[src/rtl/fwd_hazard_tracker.sv]
// Forwarding and load-use hazard unit: tracks in-flight producers over DEPTH
// post-issue stages and picks the youngest forwarding source per ID operand.
module fwd_hazard_tracker #(
  parameter int REG_W      = 4,
  parameter int NUM_SRC    = 2,
  parameter int DEPTH      = 3,
  parameter int LOAD_STAGE = 1,
  parameter int CNT_W      = 16,
  localparam int SEL_W     = $clog2(DEPTH + 1)
) (
  input  logic                     clk,
  input  logic                     rst,
  input  logic                     fwd_en,
  input  logic                     freeze,
  input  logic                     issue_valid,
  input  logic [REG_W-1:0]         issue_dest,
  input  logic                     issue_wb_en,
  input  logic                     issue_mem_read,
  input  logic [NUM_SRC*REG_W-1:0] src_flat,
  input  logic [NUM_SRC-1:0]       src_used,
  output logic [NUM_SRC*SEL_W-1:0] sel_flat,
  output logic                     stall,
  output logic                     forwarded,
  output logic [CNT_W-1:0]         stall_cnt,
  output logic [CNT_W-1:0]         fwd_cnt
);

  logic [DEPTH-1:0] ent_valid;
  logic [DEPTH-1:0] ent_wb_en;
  logic [DEPTH-1:0] ent_load;
  logic [REG_W-1:0] ent_dest [DEPTH];

  logic             op_hit   [NUM_SRC];
  logic             op_load  [NUM_SRC];
  logic [SEL_W-1:0] op_stage [NUM_SRC];

  // Scan oldest to youngest so the youngest matching stage is the one kept.
  always_comb begin
    for (int i = 0; i < NUM_SRC; i++) begin
      op_hit[i]   = 1'b0;
      op_load[i]  = 1'b0;
      op_stage[i] = '0;
      for (int s = DEPTH - 1; s >= 0; s--) begin
        if (ent_valid[s] && ent_wb_en[s] && src_used[i] &&
            (ent_dest[s] == src_flat[i*REG_W +: REG_W])) begin
          op_hit[i]   = 1'b1;
          op_load[i]  = ent_load[s];
          op_stage[i] = SEL_W'(s);
        end
      end
    end
  end

  always_comb begin
    sel_flat = '0;
    stall    = 1'b0;
    for (int i = 0; i < NUM_SRC; i++) begin
      if (op_hit[i]) begin
        if (!fwd_en) begin
          stall = 1'b1;
        end else if (op_load[i] && (int'(op_stage[i]) < LOAD_STAGE)) begin
          stall = 1'b1;
        end else begin
          sel_flat[i*SEL_W +: SEL_W] = op_stage[i] + SEL_W'(1);
        end
      end
    end
    forwarded = |sel_flat;
  end

  // A stalled issue enters stage 0 as a bubble; freeze holds everything.
  always_ff @(posedge clk) begin
    if (rst) begin
      ent_valid <= '0;
      ent_wb_en <= '0;
      ent_load  <= '0;
      for (int k = 0; k < DEPTH; k++) begin
        ent_dest[k] <= '0;
      end
      stall_cnt <= '0;
      fwd_cnt   <= '0;
    end else if (!freeze) begin
      ent_valid[0] <= issue_valid & ~stall;
      ent_wb_en[0] <= issue_wb_en;
      ent_load[0]  <= issue_mem_read;
      ent_dest[0]  <= issue_dest;
      for (int k = 1; k < DEPTH; k++) begin
        ent_valid[k] <= ent_valid[k-1];
        ent_wb_en[k] <= ent_wb_en[k-1];
        ent_load[k]  <= ent_load[k-1];
        ent_dest[k]  <= ent_dest[k-1];
      end
      if (issue_valid && stall && (stall_cnt != '1)) begin
        stall_cnt <= stall_cnt + CNT_W'(1);
      end
      if (issue_valid && !stall && forwarded && (fwd_cnt != '1)) begin
        fwd_cnt <= fwd_cnt + CNT_W'(1);
      end
    end
  end

endmodule

[config.mk]
export PLATFORM = sky130hd
export DESIGN_NAME = fwd_hazard_tracker
export DESIGN_NICKNAME = d
export VERILOG_FILES = /design/src/rtl/fwd_hazard_tracker.sv
export SDC_FILE = /design/constraint.sdc
export NUM_CORES = 1
export LEC_CHECK = 0
export BUFFER_PORTS_ARGS = -buffer_cell sky130_fd_sc_hd__buf_2
export CORE_ASPECT_RATIO = 1.2
export CORE_UTILIZATION = 45
export CTS_BUF_LIST = sky130_fd_sc_hd__clkbuf_4
export CTS_CLUSTER_SIZE = 25
export DETAILED_ROUTE_END_ITERATION = 12
export PLACE_DENSITY = 0.76
export REMOVE_ABC_BUFFERS = 1
export SYNTH_ARGS = -nofsm -noshare
export SYNTH_HDL_FRONTEND = slang
export SYNTH_SLANG_ARGS = --single-unit
[constraint.sdc]
create_clock -name clk -period 4.2 [get_ports clk]
set_clock_uncertainty 0.2 [all_clocks]
set_input_delay 0 -clock clk [delete_from_list [all_inputs] [get_ports clk]]
set_output_delay 0 -clock clk [all_outputs]
set_load 0.05 [all_outputs]
== Yosys cells after proc, flatten, opt, wreduce, memory -nomap -nowiden ==
Memories as Yosys holds them, arrays and structs flattened.
Cells that the tools add are included.
Storage, ports and cells
  flip-flop bits (word level): 41
  bits in writable memories: 12
  input bits: 21
  output and inout bits: 38
  word-level logic and storage cells: 90
  memories kept: 1
Memories
  ent_dest: depth 3, width 4, rd ports 3, clocked after Yosys merged registers in 0, wr ports 3, line 31  | logic [REG_W-1:0] ent_dest [DEPTH];
Operators by class
  add/sub/neg operators: 4
  magnitude comparators: 2
  equality and inequality tests: 8
  mux-type cells: 38
  bitwise logic cells: 6
  reductions and logical operators: 26
Operators with widths (count)
  $add A16 B1 Y16 const B: 2
  $ne A16 B16 Y1 const B: 2
  $eq A4 B4 Y1: 6
  $mux W2: 12
  $mux W1: 23
  $logic_and A1 B1 Y1: 22
  $mux W4: 3
  $add A2 B1 Y2 const B: 2
  $lt A2 B1 Y1 const B: 2
  $reduce_and A2 Y1: 2
  $reduce_or A4 Y1: 1
  $or A1 B1 Y1: 3
  $not A1 Y1: 2
  $and A1 B1 Y1: 1
  $logic_not A1 Y1: 1

== Logic depth before layout (Yosys ltp) ==
Gate-level depths: netlist of run 1.
  word-level depth: 19
  depth in mapped cells: 15
  gate-level depth less buffers: 13

== Least setup slack after synthesis of run 1 ==
Ideal clock, no wire load.
  kind: reg-to-reg
  from: memory ent_dest[1][1] (netlist: ent_dest[0][5])
  to: register fwd_cnt[9]
  arrival time: 3.088 ns
  data required time: 3.877 ns
  setup slack: 0.789 ns
  stages on the path, launching flop included: 12
  cells stage by stage: edfxtp_1 > xor2_1 > nor3_1 > nand3_1 > ha_1 > and4_1 > a2111oi_4 > a311oi_1 > and3_1 > buf_6 > nor4_4 > mux2_1
RTL lines
  start: declaration: line 31
  end signal: assignment: line 97  | fwd_cnt <= fwd_cnt + CNT_W'(1);
  end: declaration: line 25  | output logic [CNT_W-1:0] fwd_cnt

==> results.py, run 1 <==
metrics = {
    "floorplan": {
        "rows": 32,
        "initial_utilization": 0.472,
        "die_x_um": 77.5,
        "die_h_um": 92.6,
        "die_area_um2": 7180,
        "num_io_pins": 59,
        "core_region_area_um2": 6530,
    },
    "sta": {
        "worstMarginPinSlew_ps": 597,
        "drv_slew": 0,
        "whs_ps": 201,
        "rsz0062_at_grt": "no",
        "min_period_ps": 3610,
        "post-route-period-util": 0.859,
        "final_hold_viol_count": 0,
        "layout_setup_ws_ps": 593,
        "slew_headroom": 0.598,
        "fmax_mhz": 277,
        "fin_setup_tns_ps": 0,
        "setup_viol": 0,
    },
    "worst_setup_path": {
        "critPathKind": "reg -> out",
        "timing.rr.start": "ent_dest[0][2]$_SDFFCE_PN0P_",
        "cp_slowest_cell": "edfxtp_1",
        "reg2reg_to": "fwd_cnt[5]$_SDFFE_PP0P_",
        "startpoint_type": "register",
        "ff2ff_path_depth": 13,
        "path_cells": "xor2_1 > nor3_1 > nand2_1 > nand3_1 > ha_1 > nand2_1 > a21oi_1 > a2111oi_4 > a311oi_1 > and3_1 > inv_4 > buf_2",
        "r2r_slack_ps": 640,
        "max_stage_delay_ps": 480,
        "cp-end-kind": "output pin",
        "cp.arrival_ps": 3410,
        "crit_fanout": 18,
        "required_ps": 4000,
        "cp_common_cell": "nand2_1",
    },
    "final_layout": {
        "nNetsFinal": 440,
        "final_layout_size_suffix_gt1_frac": 0.202,
        "final-instance-count-excl-fill": 501,
        "mostFrequentLayoutCells": "buf_2 (58), dfxtp_1 (41), nor2_1 (30)",
        "num-fill-cells": 591,
        "final_area_um2": 3660,
        "postLayoutCoreUtil": 0.561,
        "area_growth_pct": 18.8,
        "antenna_cells": 0,
        "layout_commonest_cell": "buf_2",
    },
    "global_routing": {
        "overflow": 0,
        "grt_pass1_wl_um": 11900,
        "grt_max_degree": 50,
        "grt_pass1_vias": 2647,
        "grt_util_all_layers": 0.208,
        "antenna_found_initial": 0,
    },
    "place": {
        "place.gp.congestion": 0.843,
        "post-place-ws_ps": 678,
        "placedCellCount": 479,
        "placed_area_um2": 3430,
        "hpwl_um": 5160,
        "place.port_buffers": 58,
    },
    "worst_hold_path": {
        "hold_path_depth": 3,
        "whs_endpoint": "ent_dest[0][2]$_SDFFCE_PN0P_",
        "hp-class": "in -> reg",
        "min_from": "issue_dest[2]",
    },
    "detailed_routing": {
        "drt-pass1-iter-count": 4,
        "wl_per_cell_um": 14.3,
        "ant_nets": 0,
        "wirelength_um": 7170,
        "viasPerCell": 5.59,
        "drc_errors": 0,
        "drtIter0Drc": 167,
        "vias": 2803,
    },
    "synthesis": {
        "yosys_warnings": 0,
        "synth_ff_type": "dfxtp_1",
        "syn_inst": 345,
        "synth-seq-cells": 53,
        "async_reset_ff_frac": 0,
        "syn_area_per_cell_um2": 8.93,
        "yosysSeqAreaShare": 0.383,
        "ys_types": 55,
        "netlist_area_um2": 3080,
        "synth_edf_count": 12,
    },
    "power_and_ir_drop": {
        "leakage_nw": 1.50,
        "power.total_mw": 0.943,
        "powerDensity_nw_per_um2": 258,
        "peakVddDrop_mv": 0.176,
    },
    "clock_network": {
        "cts_tree": "done",
        "clock_latency_ps": 400,
        "cts.sinks": 53,
        "h-tree-depth": 2,
        "path_clk_slew_ps": 190,
        "postCtsSetupRepairBufs": 0,
        "numCtsBuffers": 5,
        "cts_root_buf": "clkbuf_4",
        "clock_path_buffers": 2,
    },
    "outcome": {
        "status": "completed",
    },
    "run": {
        "max_cap_viol_count": 0,
    },
}
==> how the worst max path moves through the flow <==
| stage | cells past startpoint | slack [ps] | startpoint | end |
|---|---|---|---|---|
| floorplan | 11 | 630 | ent_dest[0][5]$_SDFFCE_PN0P_ | fwd_cnt[5]$_SDFFE_PP0P_ |
| CTS | 12 | 580 | ent_dest[0][2]$_SDFFCE_PN0P_ | forwarded |
| finish | 12 | 590 | ent_dest[0][2]$_SDFFCE_PN0P_ | forwarded |
| global route | 12 | 300 | ent_dest[0][2]$_SDFFCE_PN0P_ | forwarded |
| global placement | 13 | 830 | ent_dest[0][2]$_SDFFCE_PN0P_ | fwd_cnt[5]$_SDFFE_PP0P_ |
| detailed placement | 13 | 680 | ent_dest[0][2]$_SDFFCE_PN0P_ | fwd_cnt[5]$_SDFFE_PP0P_ |
==> Yosys cell counts (all sizes together) (11+ instances only) <==
| library cell | instances | area (µm²) |
|---|---|---|
| nand2 | 25 | 93.8 |
| o21ai | 12 | 63.8 |
| dfxtp | 41 | 821 |
| a21oi | 19 | 95.1 |
| xor2 | 17 | 149 |
| inv | 14 | 55.1 |
| nor2 | 31 | 119 |
| nand4 | 11 | 68.8 |
| nand3 | 23 | 115 |
| nor3 | 11 | 60.1 |
| and2 | 16 | 100 |
| edfxtp | 12 | 360 |
==> sequential cells by signal, indices dropped and copies added, names as in the netlist <==
signal     count
fwd_cnt       16
stall_cnt     16
ent_dest      12
ent_load       3
ent_valid      3
ent_wb_en      3
==> cell families (layout without fill, tap and decap cells) <==
group                    after synthesis  count (layout)  synth area share
AND/OR/NAND/NOR                      159             159             0.284
AO/OA/AOI/OAI                         57              57             0.134
flip-flops                            53              53             0.383
XOR/XNOR                              27              27            0.0768
buffers and inverters                 27              98            0.0418
multiplexers                          18              18            0.0630
adder cells (fa/ha/maj)                4               4            0.0162
==> power by group <==
group | internal [mW] | switching (mW) | leakage, nW
logic | 0.0395 | 0.0452 | 0.996
registers | 0.534 | 0.0121 | 0.463
clock network | 0.130 | 0.183 | 0.0462
==> final cells by class <==
class | count | area, µm² | area share
multi-input combinational | 265 | 1770 | 0.484
clock inverter | 3 | 47.5 | 0.0130
timing repair buffer | 76 | 460 | 0.126
inverter | 14 | 55.1 | 0.0150
tap | 85 | 106 | 0.0291
sequential | 53 | 1180 | 0.323
clock buffer | 5 | 37.5 | 0.0103
==> routing by layer <==
metal	vias to the layer above	GRT usage	part of all wire
met5	-	0	0
met4	0	0.0818	0.017
met3	11	0.0355	0.042
met2	68	0.364	0.50
met1	1323	0.251	0.44
li1	1401	-	-
==> what timing repair did <==
item | CTS | global route
resized for setup | 0 | 0
hold buffers | 14 | 0
endpoints found under the setup margin | 0 | 0
endpoints found under the hold margin | 28 | 0
==> critical path: cells and delay by family (launching register included) <==
kind,cells,cell delay [ps]
AND/OR/NAND/NOR,5,1210
AO/OA/AOI/OAI,3,570
flip-flops,1,480
buffers and inverters,2,390
adder cells (fa/ha/maj),1,180
XOR/XNOR,1,170
Power figures use the tool's default switching activity.
==> run 2: changes to the inputs <==
--- a/config.mk
+++ b/config.mk
@@ -6,12 +6,14 @@
 export NUM_CORES = 1
 export LEC_CHECK = 0
 export BUFFER_PORTS_ARGS = -buffer_cell sky130_fd_sc_hd__buf_2
+export CELL_PAD_IN_SITES_DETAIL_PLACEMENT = 0
+export CELL_PAD_IN_SITES_GLOBAL_PLACEMENT = 1
 export CORE_ASPECT_RATIO = 1.2
-export CORE_UTILIZATION = 45
+export CORE_UTILIZATION = 43
 export CTS_BUF_LIST = sky130_fd_sc_hd__clkbuf_4
 export CTS_CLUSTER_SIZE = 25
 export DETAILED_ROUTE_END_ITERATION = 12
-export PLACE_DENSITY = 0.76
+export PLACE_DENSITY = 0.91
 export REMOVE_ABC_BUFFERS = 1
 export SYNTH_ARGS = -nofsm -noshare
 export SYNTH_HDL_FRONTEND = slang
==> results.py, run 2 (synthesis results as in run 1) <==
metrics = {
    "outcome": {
        "status": "completed",
    },
    "worst_hold_path": {
        "hp-class": "in -> reg",
        "hold_path_depth": 3,
        "min_from": "issue_dest[2]",
        "whs_endpoint": "ent_dest[0][2]$_SDFFCE_PN0P_",
    },
    "sta": {
        "min_period_ps": 3570,
        "whs_ps": 206,
        "fmax_mhz": 280,
        "worstMarginPinSlew_ps": 743,
        "final_hold_viol_count": 0,
        "fin_setup_tns_ps": 0,
        "post-route-period-util": 0.850,
        "drv_slew": 0,
        "setup_viol": 0,
        "slew_headroom": 0.500,
        "rsz0062_at_grt": "no",
    },
    "worst_setup_path": {
        "critPathKind": "reg -> out",
        "timing.rr.start": "ent_dest[0][2]$_SDFFCE_PN0P_",
        "ff2ff_path_depth": 13,
        "required_ps": 4000,
        "cp-end-kind": "output pin",
        "cp.arrival_ps": 3370,
        "reg2reg_to": "fwd_cnt[11]$_SDFFE_PP0P_",
        "r2r_slack_ps": 670,
        "crit_fanout": 18,
        "startpoint_type": "register",
    },
    "global_routing": {
        "grt_pass1_wl_um": 11900,
        "grt_pass1_vias": 2628,
        "grt_util_all_layers": 0.200,
        "antenna_found_initial": 0,
        "overflow": 0,
        "grt_max_degree": 49,
    },
    "place": {
        "place.port_buffers": 58,
        "place.gp.congestion": 0.858,
        "placedCellCount": 481,
        "hpwl_um": 5210,
    },
    "clock_network": {
        "h-tree-depth": 2,
        "cts_tree": "done",
        "cts_root_buf": "clkbuf_4",
        "clock_latency_ps": 390,
        "clock_path_buffers": 2,
        "numCtsBuffers": 5,
        "cts-resized-gates": 0,
        "cts.sinks": 53,
        "path_clk_slew_ps": 160,
    },
    "final_layout": {
        "layout_commonest_cell": "buf_2",
        "area_growth_pct": 18.5,
        "antenna_cells": 0,
        "num-fill-cells": 672,
        "nNetsFinal": 439,
        "reg_top3": "fwd_cnt: 16 flops, stall_cnt: 16 flops, ent_dest: 12 flops",
        "mostFrequentLayoutCells": "buf_2 (58), dfxtp_1 (41), nor2_1 (30)",
        "final-instance-count-excl-fill": 502,
        "final_layout_size_suffix_gt1_frac": 0.202,
    },
    "detailed_routing": {
        "drt-pass1-iter-count": 4,
        "viasPerCell": 5.56,
        "vias": 2792,
        "drc_errors": 0,
        "wirelength_um": 7050,
        "ant_nets": 0,
        "drtIter0Drc": 117,
        "wl_per_cell_um": 14.0,
    },
    "floorplan": {
        "num_io_pins": 59,
        "rows": 33,
        "initial_utilization": 0.447,
        "die_h_um": 94.7,
        "die_area_um2": 7510,
        "core_region_area_um2": 6900,
        "die_x_um": 79.3,
    },
    "power_and_ir_drop": {
        "peakVddDrop_mv": 0.159,
        "leakage_nw": 1.50,
        "powerDensity_nw_per_um2": 254,
    },
    "run": {
        "max_cap_viol_count": 0,
    },
}
## run 2: worst max path at each step
| stage | from | to | slack [ps] | depth (start not counted) |
|---|---|---|---|---|
| after global routing | ent_dest[0][8]$_SDFFCE_PN0P_ | forwarded | 320 | 11 |
| after detailed placement | ent_dest[0][2]$_SDFFCE_PN0P_ | fwd_cnt[5]$_SDFFE_PP0P_ | 700 | 13 |
| after global placement | ent_dest[0][2]$_SDFFCE_PN0P_ | fwd_cnt[5]$_SDFFE_PP0P_ | 800 | 13 |
| after floorplan | ent_dest[0][5]$_SDFFCE_PN0P_ | fwd_cnt[5]$_SDFFE_PP0P_ | 630 | 11 |
| final | ent_dest[0][2]$_SDFFCE_PN0P_ | forwarded | 630 | 12 |
| after CTS | ent_dest[0][2]$_SDFFCE_PN0P_ | forwarded | 600 | 12 |
## run 2: per-layer routing
| metal | track usage | part of all wire | vias to the layer above |
|---|---|---|---|
| li1 | - | - | 1391 |
| met1 | 0.250 | 0.45 | 1334 |
| met2 | 0.347 | 0.49 | 58 |
| met3 | 0.0280 | 0.037 | 9 |
| met4 | 0.0727 | 0.014 | 0 |
| met5 | 0 | 0 | - |
## run 2: timing repair
item	4_1_cts	5_1_grt
hold endpoints to repair	34	0
buffers inserted	0	0
hold buffers	13	0
## run 2: critical path, stage by stage, from the launching register on
cell       delay, ps
edfxtp_1         460
xor2_1           170
nor3_1           360
nand2_1          250
nand3_1          150
ha_1             190
nand2_1           60
a21oi_1          220
a2111oi_4         90
a311oi_1         250
and3_1           390
inv_4            150
buf_2            240
## run 2: layout make-up
class	count	area [µm²]	share of cell area
Tap cell	87	109	0.0298
Timing Repair Buffer	75	450	0.123
Sequential cell	53	1180	0.324
Multi-Input combinational cell	265	1770	0.485
Clock inverter	2	38.8	0.0106
Clock buffer	6	45.0	0.0123
Inverter	14	55.1	0.0151
## run 2: through the flow
step                       util  total power, mW  setup slack, ps  instance area, µm²
final                     0.529            0.928              630                3650
after global routing      0.529            0.967              315                3650
after CTS                 0.529            0.943              605                3650
after detailed placement  0.498            0.629              697                3440
after global placement    0.498            0.627              799                3440
after floorplan               -            0.593              633                3010
## run 2: power by group
part / leakage (nW) / internal [mW] / switching [mW]
Combinational: 0.989 / 0.0389 / 0.0442
Clock: 0.0459 / 0.133 / 0.167
Sequential: 0.463 / 0.533 / 0.0114
